--- src/rtl/zfifo_uart_tx_pkg.sv ---
// Shared definitions for the FIFO-fed UART transmitter (state encoding, parity modes).
package zfifo_uart_tx_pkg;

  localparam int unsigned STATE_W = 3;

  typedef enum logic [STATE_W-1:0] {
    ST_IDLE   = 3'd0,
    ST_POP    = 3'd1,
    ST_LOAD   = 3'd2,
    ST_START  = 3'd3,
    ST_DATA   = 3'd4,
    ST_PARITY = 3'd5,
    ST_STOP   = 3'd6
  } state_t;

  // Parity mode values accepted by PARITY_EN.
  localparam int unsigned PARITY_NONE = 0;
  localparam int unsigned PARITY_EVEN = 1;

endpackage

--- src/rtl/zuart_bit_timer.sv ---
// UART bit-period timer.
// Counts 0..CLKS_PER_BIT-1 while iRun is high and wraps; iStart clears the count.
//   iClk, iRstN   clock / async active-low reset
//   iStart        synchronous clear (takes priority over iRun)
//   iRun          advance the counter this cycle
//   oTick_c       terminal count reached (last clock of the bit)
//   oPreTick_c    one clock before terminal count
module zuart_bit_timer #(
  parameter int unsigned CLKS_PER_BIT = 104
) (
  input  logic iClk,
  input  logic iRstN,
  input  logic iStart,
  input  logic iRun,
  output logic oTick_c,
  output logic oPreTick_c
);

  localparam int unsigned CNT_W = (CLKS_PER_BIT > 1) ? $clog2(CLKS_PER_BIT) : 1;
  localparam logic [CNT_W-1:0] CNT_LAST = CNT_W'(CLKS_PER_BIT - 1);
  localparam logic [CNT_W-1:0] CNT_PRE  = CNT_W'(CLKS_PER_BIT - 2);

  logic [CNT_W-1:0] cnt;

  // Bit-period counter
  always_ff @(posedge iClk or negedge iRstN) begin
    if (!iRstN) begin
      cnt <= '0;
    end else if (iStart) begin
      cnt <= '0;
    end else if (iRun) begin
      cnt <= (cnt == CNT_LAST) ? '0 : cnt + CNT_W'(1);
    end
  end

  assign oTick_c    = iRun && (cnt == CNT_LAST);
  assign oPreTick_c = iRun && (cnt == CNT_PRE);

endmodule

--- src/rtl/zfifo_uart_tx.sv ---
// FIFO-draining UART transmitter: pops one word per frame from a synchronous FIFO
// and sends start, LSB-first data, optional even parity and 1 or 2 stop bits.
//   iClk, iRstN  clock / async active-low reset
//   iEnable      allow new frames to start
//   iEmpty       FIFO empty flag
//   oRdEn        FIFO pop pulse (one clock per frame)
//   iRdData      FIFO read data, valid the clock after oRdEn
//   oTxd         serial line, idle high
//   oBusy        high whenever the FSM is not idle
//   oFrameDone   pulse in the last clock of the final stop bit
module zfifo_uart_tx
  import zfifo_uart_tx_pkg::*;
#(
  parameter int unsigned DATA_WIDTH   = 8,
  parameter int unsigned CLKS_PER_BIT = 104,
  parameter int unsigned PARITY_EN    = 0,
  parameter int unsigned STOP_BITS    = 1
) (
  input  logic                  iClk,
  input  logic                  iRstN,
  input  logic                  iEnable,
  input  logic                  iEmpty,
  output logic                  oRdEn,
  input  logic [DATA_WIDTH-1:0] iRdData,
  output logic                  oTxd,
  output logic                  oBusy,
  output logic                  oFrameDone
);

  localparam int unsigned      IDX_W    = $clog2(DATA_WIDTH) + 1;
  localparam logic [IDX_W-1:0] LAST_IDX = IDX_W'(DATA_WIDTH - 1);
  localparam bit               PAR_ON   = (PARITY_EN == PARITY_EVEN);
  localparam bit               TWO_STOP = (STOP_BITS == 2);

  state_t                state, stateNext;
  logic [DATA_WIDTH-1:0] shift, shiftNext;
  logic                  parity, parityNext;
  logic [IDX_W-1:0]      bitIdx, bitIdxNext;
  logic                  stopIdx, stopIdxNext;
  logic                  txdNext, rdEnNext, busyNext, frameDoneNext;
  logic                  timerStart_c, timerRun_c, tick_c, preTick_c;

  zuart_bit_timer #(
    .CLKS_PER_BIT(CLKS_PER_BIT)
  ) uBitTimer (
    .iClk      (iClk),
    .iRstN     (iRstN),
    .iStart    (timerStart_c),
    .iRun      (timerRun_c),
    .oTick_c   (tick_c),
    .oPreTick_c(preTick_c)
  );

  // State, datapath and output registers
  always_ff @(posedge iClk or negedge iRstN) begin
    if (!iRstN) begin
      state      <= ST_IDLE;
      shift      <= '0;
      parity     <= 1'b0;
      bitIdx     <= '0;
      stopIdx    <= 1'b0;
      oTxd       <= 1'b1;
      oRdEn      <= 1'b0;
      oBusy      <= 1'b0;
      oFrameDone <= 1'b0;
    end else begin
      state      <= stateNext;
      shift      <= shiftNext;
      parity     <= parityNext;
      bitIdx     <= bitIdxNext;
      stopIdx    <= stopIdxNext;
      oTxd       <= txdNext;
      oRdEn      <= rdEnNext;
      oBusy      <= busyNext;
      oFrameDone <= frameDoneNext;
    end
  end

  // Next-state and next-output logic; outputs are decoded from the next state so the
  // registered outputs line up with the state they describe.
  always_comb begin
    stateNext     = state;
    shiftNext     = shift;
    parityNext    = parity;
    bitIdxNext    = bitIdx;
    stopIdxNext   = stopIdx;
    timerStart_c  = 1'b0;
    timerRun_c    = 1'b0;
    txdNext       = 1'b1;
    rdEnNext      = 1'b0;
    busyNext      = 1'b0;
    frameDoneNext = 1'b0;

    case (state)
      ST_IDLE: begin
        if (iEnable && !iEmpty) stateNext = ST_POP;
      end
      ST_POP: begin
        stateNext = ST_LOAD;
      end
      ST_LOAD: begin
        shiftNext    = iRdData;
        parityNext   = ^iRdData;
        bitIdxNext   = '0;
        stopIdxNext  = 1'b0;
        timerStart_c = 1'b1;
        stateNext    = ST_START;
      end
      ST_START: begin
        timerRun_c = 1'b1;
        if (tick_c) stateNext = ST_DATA;
      end
      ST_DATA: begin
        timerRun_c = 1'b1;
        if (tick_c) begin
          if (bitIdx == LAST_IDX) begin
            stateNext = PAR_ON ? ST_PARITY : ST_STOP;
          end else begin
            bitIdxNext = bitIdx + IDX_W'(1);
            shiftNext  = shift >> 1;
          end
        end
      end
      ST_PARITY: begin
        timerRun_c = 1'b1;
        if (tick_c) stateNext = ST_STOP;
      end
      ST_STOP: begin
        timerRun_c = 1'b1;
        // Registered pulse lands on the last clock of the final stop bit.
        frameDoneNext = preTick_c && (stopIdx == TWO_STOP);
        if (tick_c) begin
          if (TWO_STOP && !stopIdx) begin
            stopIdxNext = 1'b1;
          end else begin
            stateNext = (iEnable && !iEmpty) ? ST_POP : ST_IDLE;
          end
        end
      end
      default: begin
        stateNext = ST_IDLE;
      end
    endcase

    busyNext = (stateNext != ST_IDLE);
    rdEnNext = (stateNext == ST_POP);
    case (stateNext)
      ST_START:  txdNext = 1'b0;
      ST_DATA:   txdNext = shiftNext[0];
      ST_PARITY: txdNext = parityNext;
      default:   txdNext = 1'b1;
    endcase
  end

endmodule
--- config.mk ---
export PLATFORM = sky130hd
export DESIGN_NAME = zfifo_uart_tx
export DESIGN_NICKNAME = d
export VERILOG_FILES = /design/src/rtl/zfifo_uart_tx_pkg.sv /design/src/rtl/zuart_bit_timer.sv /design/src/rtl/zfifo_uart_tx.sv
export SDC_FILE = /design/constraint.sdc
export NUM_CORES = 1
export LEC_CHECK = 0
export ABC_CLOCK_PERIOD_IN_PS = 2100
export BUFFER_PORTS_ARGS = -buffer_cell sky130_fd_sc_hd__buf_4
export CORE_MARGIN = 2
export CORE_UTILIZATION = 58
export DETAILED_ROUTE_END_ITERATION = 10
export MAX_ROUTING_LAYER = met4
export PLACE_DENSITY = 0.85
export REMOVE_ABC_BUFFERS = 1
export SLEW_MARGIN = 20
export SYNTH_ARGS = -nofsm -noshare
export SYNTH_HDL_FRONTEND = slang
export SYNTH_SLANG_ARGS = --single-unit
--- constraint.sdc ---
create_clock -name iClk -period 2.1 [get_ports iClk]
set_input_delay 0.105 -clock iClk [delete_from_list [all_inputs] [get_ports iClk]]
set_output_delay 0.105 -clock iClk [all_outputs]
set_load 0.1 [all_outputs]
== Yosys cells after proc, flatten, opt, wreduce, memory -nomap -nowiden ==
Index checks and enable logic that the tools add are counted.
Widths: inputs -> output; s select.
Word-level totals
  bits in registers: 27
  latch bits: 0
  memory bits (writable): 0
  ROM bits: 0
  output and inout bits: 4
  logic and storage cells: 60
  memories: 0
Cells by class
  $add $sub $neg: 2
  multipliers: 0
  div/mod/pow operators: 0
  $lt $le $gt $ge: 0
  equality and inequality tests: 15
  shift-type cells: 0
  muxes and demuxes: 22
  bitwise logic cells: 0
  reductions and logical operators: 11
Operators with widths (count)
  $mux 7: 3
  $pmux 3 s7: 1
  $mux 3: 6
  $mux 8: 2
  $pmux 8 s2: 1
  $eq 3x3->1 const B: 5
  $eq 7x7->1 const B: 2
  $eq 3x2->1 const B: 3
  $mux 4: 2
  $pmux 4 s2: 1
  $reduce_xor 8->1: 1
  $add 7x1->7 const B: 1
  $eq 3x1->1 const B: 2
  $mux 1: 5
  $add 4x1->4 const B: 1
  $eq 4x3->1 const B: 1
  $ne 2x2->1 const B: 2
  $reduce_bool 2->1: 2
  $reduce_or 4->1: 1
  $logic_and 1x1->1: 3
  $logic_not 3->1: 1
  $pmux 1 s3: 1
  $reduce_and 3->1: 1
  $reduce_bool 3->1: 1
  $logic_not 1->1: 1

== Logic depth before layout (Yosys ltp) ==
  depth after elaboration: 8
  gate-level depth with buffers: 6
  depth with buffers taken out: 6

== By module ==
Synthesis repeated with hierarchy kept, for this count alone.
Unflattened totals
  cell total of the unflattened synthesis: 141
  area total of the unflattened synthesis: 1482.7 µm²
Modules (own cells, without submodules)
  zfifo_uart_tx: instances 1, cells an instance 101, area an instance 1059.8 µm², seq. area each 501.7 µm²
  zuart_bit_timer: instances 1, cells an instance 40, area an instance 422.9 µm², seq. area each 175.2 µm²

== Worst setup path before layout ==
No wires, ideal clock.
  kind: reg-to-reg
  start: register uBitTimer.cnt[0]
  end: register oTxd
  library setup time: 0.078 ns
  data arrival time: 1.587 ns
  path slack: 0.435 ns
  stages on the path, launching flop included: 6
  path buffers: 0
  path through: dfrtp_1 -> ha_1 -> nand2_2 -> nor2_1 -> or4b_1 -> a41oi_2
Between the ends
  word-level cells in the longest chain between the ends: 6
RTL lines
  start: declaration: RTL line zuart_bit_timer.sv:23  | logic [CNT_W-1:0] cnt;
  start signal: assignment: RTL line zuart_bit_timer.sv:32  | cnt <= (cnt == CNT_LAST) ? '0 : cnt + CNT_W'(1);
  $eq 7x7->1 *: RTL line zuart_bit_timer.sv:36  | assign oTick_c = iRun && (cnt == CNT_LAST);
  $logic_and 1x1->1 *: RTL line zuart_bit_timer.sv:36
  $mux 3, on equally long branches
  $pmux 3 s7: RTL line zfifo_uart_tx.sv:94  | case (state)
  $eq 3x3->1 / $eq 3x2->1 (equally long branches): RTL line zfifo_uart_tx.sv:147  | case (stateNext)
  $pmux 1 s3 *: RTL line zfifo_uart_tx.sv:147
  via txdNext: RTL line zfifo_uart_tx.sv:40  | logic txdNext, rdEnNext, busyNext, frameDoneNext;
  end signal: assignment: RTL line zfifo_uart_tx.sv:72  | oTxd <= txdNext;
  end: declaration: RTL line zfifo_uart_tx.sv:25  | output logic oTxd,
The timed path passes the listed nets; every way through them passes the cells marked *. The select of a mux whose other input is x is not followed.
A chain may end at the register's enable or synchronous reset.

== Final worst setup path ==
  start: register uBitTimer.cnt[1]
  end: register bitIdx[0]
Between the ends
  word-level cells in the longest chain between the ends: 4
RTL lines
  $eq 7x7->1: RTL line zuart_bit_timer.sv:36
  $logic_and 1x1->1: RTL line zuart_bit_timer.sv:36
  $ne 2x2->1 (no line)
  $reduce_and 3->1 (no line)
  end signal: assignment: RTL line zfifo_uart_tx.sv:70  | bitIdx <= bitIdxNext;
  end: declaration: RTL line zfifo_uart_tx.sv:38  | logic [IDX_W-1:0] bitIdx, bitIdxNext;
Every way passes these cells.

==> flow_summary.toml <==
[run_status]
outcome = "finished, final reports clean"

[placement]
gp_congestion = 0.892
hpwl_mm = 2.40
numPortBuffers = 15
post_dp_cell_area_um2 = 1710
dpl.cell_count = 204
place_ws_ps = 230

[critical_path]
end_kind = "flip-flop"
worstPathMaxFanout = 15
slowest_delay_ps = 450
arrival_ps = 2150
cpMaxStageDelayCell = "dfrtp_1"
path_cells = "ha_1 > nand2_2 > nor4_4 > buf_4 > nor2_2 > mux2_2"
crit_family = "simple AND/OR/NAND/NOR gates"
crit_path_start_kind = "flip-flop"
crit_required_ps = 2320
crit_type = "reg2reg"
crit_buf_inv = 1

[floorplan]
rows = 18
io_pins = 16
start_util = 0.620
die_height_um = 55.7
dieWidth_um = 55.7
die-area_um2 = 3100
core-area_um2 = 2500

[power_and_ir_drop]
ir_drop_mv = 0.471
power.leakage_nw = 0.799
power.density_nw_per_um2 = 483
finalPower_mw = 0.845

[synthesis]
synth.distinct_cells = 46
yosysWarnings = 0
synth_area_per_cell_um2 = 9.69
netlist_instances = 160
async_reset_ff_frac = 1.00
synth_ff_type = "dfrtp_1"
ys_ff_latch = 27
synth-edff-count = 0
netlist_area_um2 = 1550
synth_seq_area_share = 0.437

[sta]
final-hold-violation-count = 0
final.min_clock_period_ps = 1920
grt_setup_unrepaired = "false"
clock_skew_ps = 9.06
setup_viol = 0
finalCritPeriodShare = 0.917
fmax_ghz = 0.520
maxSlewHeadroom = 0.640
setup_tns_ps = 0
worst_slack_ps = 175
slew_viol_final = 0
tightest_slew_ps = 537
timing.hold.ws_ps = 31.2

[clocking]
post_cts_resized = 0
cts_buffer_depth = 2
htreeDepth = 1
clock_latency_ps = 330
cts_tree = "built"
post_cts_buffers = 0
hold_buffers = 1
clk_pin_slew_ps = 150
cts-root-buf = "clkbuf_4"
cts_sinks = 27
cts_buffers = 3

[finish]
nets = 195
antenna_cells = 0
fillerInstances = 196
final_util = 0.700
fin_cells = 209
area_growth_pct = 12.9
drive_gt1_frac = 0.207
final_cell_area_um2 = 1750

[drt]
vias_per_cell = 5.91
drt_pre_antenna_iters = 4
drt-total-wl_mm = 3.19
postRouteAntennaNets = 0
drtIter0Drc = 33
route.detailed.drc = 0
wl_per_cell_um = 15.2
via_count = 1236

[global_route]
overflow = 0
grt_usage = 0.225
grt_max_degree = 28
grt_pass1_wl_mm = 5.40
antenna_found_initial = 0
first_global_vias = 1231

[job]
maxCapViolCount = 0

[worst_hold_path]
min_path_type = "in2reg"
==> routing by layer <==
layer,global-route usage,part of all wire,up-vias
met2,0.357,0.49,26
met3,0.0256,0.029,6
met4,0.105,0.015,0
li1,-,-,609
met5,-,0,-
met1,0.289,0.46,595
==> where the power goes <==
group / internal [mW] / total, mW / switching [mW]
registers: 0.536 / 0.546 / 0.0101
logic: 0.0369 / 0.0735 / 0.0366
clock network: 0.0745 / 0.226 / 0.151
==> state kept, by name, summed over array words and instances (netlist names) <==
register,cells
parity,1
shift,8
oBusy,1
uBitTimer.cnt,7
oTxd,1
state,3
oRdEn,1
oFrameDone,1
bitIdx,4
==> final timing paths <==
kind	cells past startpoint	from	endpoint	slack, ps
hold / removal	3	iRdData[4]	shift[4]	30
min in group asynchronous	2	iRstN	uBitTimer.cnt[2]	200
hold reg to reg	2	shift[2]	shift[2]	510
max in group asynchronous	2	iRstN	oTxd	1600
setup reg to reg	6	uBitTimer.cnt[1]	bitIdx[0]	180
setup / recovery	6	uBitTimer.cnt[1]	bitIdx[0]	180
==> worst register-to-register path: stages (launching register included) <==
cell and delay [ps]:
dfrtp_1 450, ha_1 280, nand2_2 180, nor4_4 290, buf_4 240, nor2_2 90
mux2_2 290
==> synthesized netlist by cell type (all sizes together) (5+ instances only) <==
cell / count / area [um2]
o21ai: 15 / 75.1
xnor2: 7 / 61.3
nand3: 5 / 25.0
a21oi: 5 / 25.0
a22oi: 6 / 45.0
dfrtp: 26 / 651
buf: 7 / 35.0
inv: 6 / 22.5
nor2: 9 / 36.3
nand2: 26 / 100
==> placed cells by master (no fill, tap or decap), types with 5 or more instances in the layout <==
cell type | netlist | layout
dfrtp_1 | 26 | 26
nor2_1 | 8 | 8
nand3_1 | 5 | 5
nand2_1 | 25 | 25
buf_4 | 0 | 22
inv_1 | 6 | 6
o21ai_0 | 9 | 9
a22oi_1 | 6 | 6
o21ai_1 | 6 | 6
xnor2_1 | 7 | 7
a21oi_1 | 5 | 5
==> final cells by class <==
type	instances	area [um2]	area share
flip-flops and latches	27	677	0.387
repair buffers	23	175	0.100
well taps	30	37.5	0.0214
clock buffers	4	26.3	0.0150
multi-input cells	119	812	0.464
inverters	6	22.5	0.0129
==> kinds of logic after synthesis <==
family / Yosys count / share of synthesized area
fa+ha+maj: 3 / 0.0242
simple gates: 61 / 0.226
mux: 5 / 0.0339
compound gates: 41 / 0.189
flops: 27 / 0.437
xor+xnor: 9 / 0.0509
buf+inv: 14 / 0.0395
Note: power is estimated with default switching activity, not from simulation.
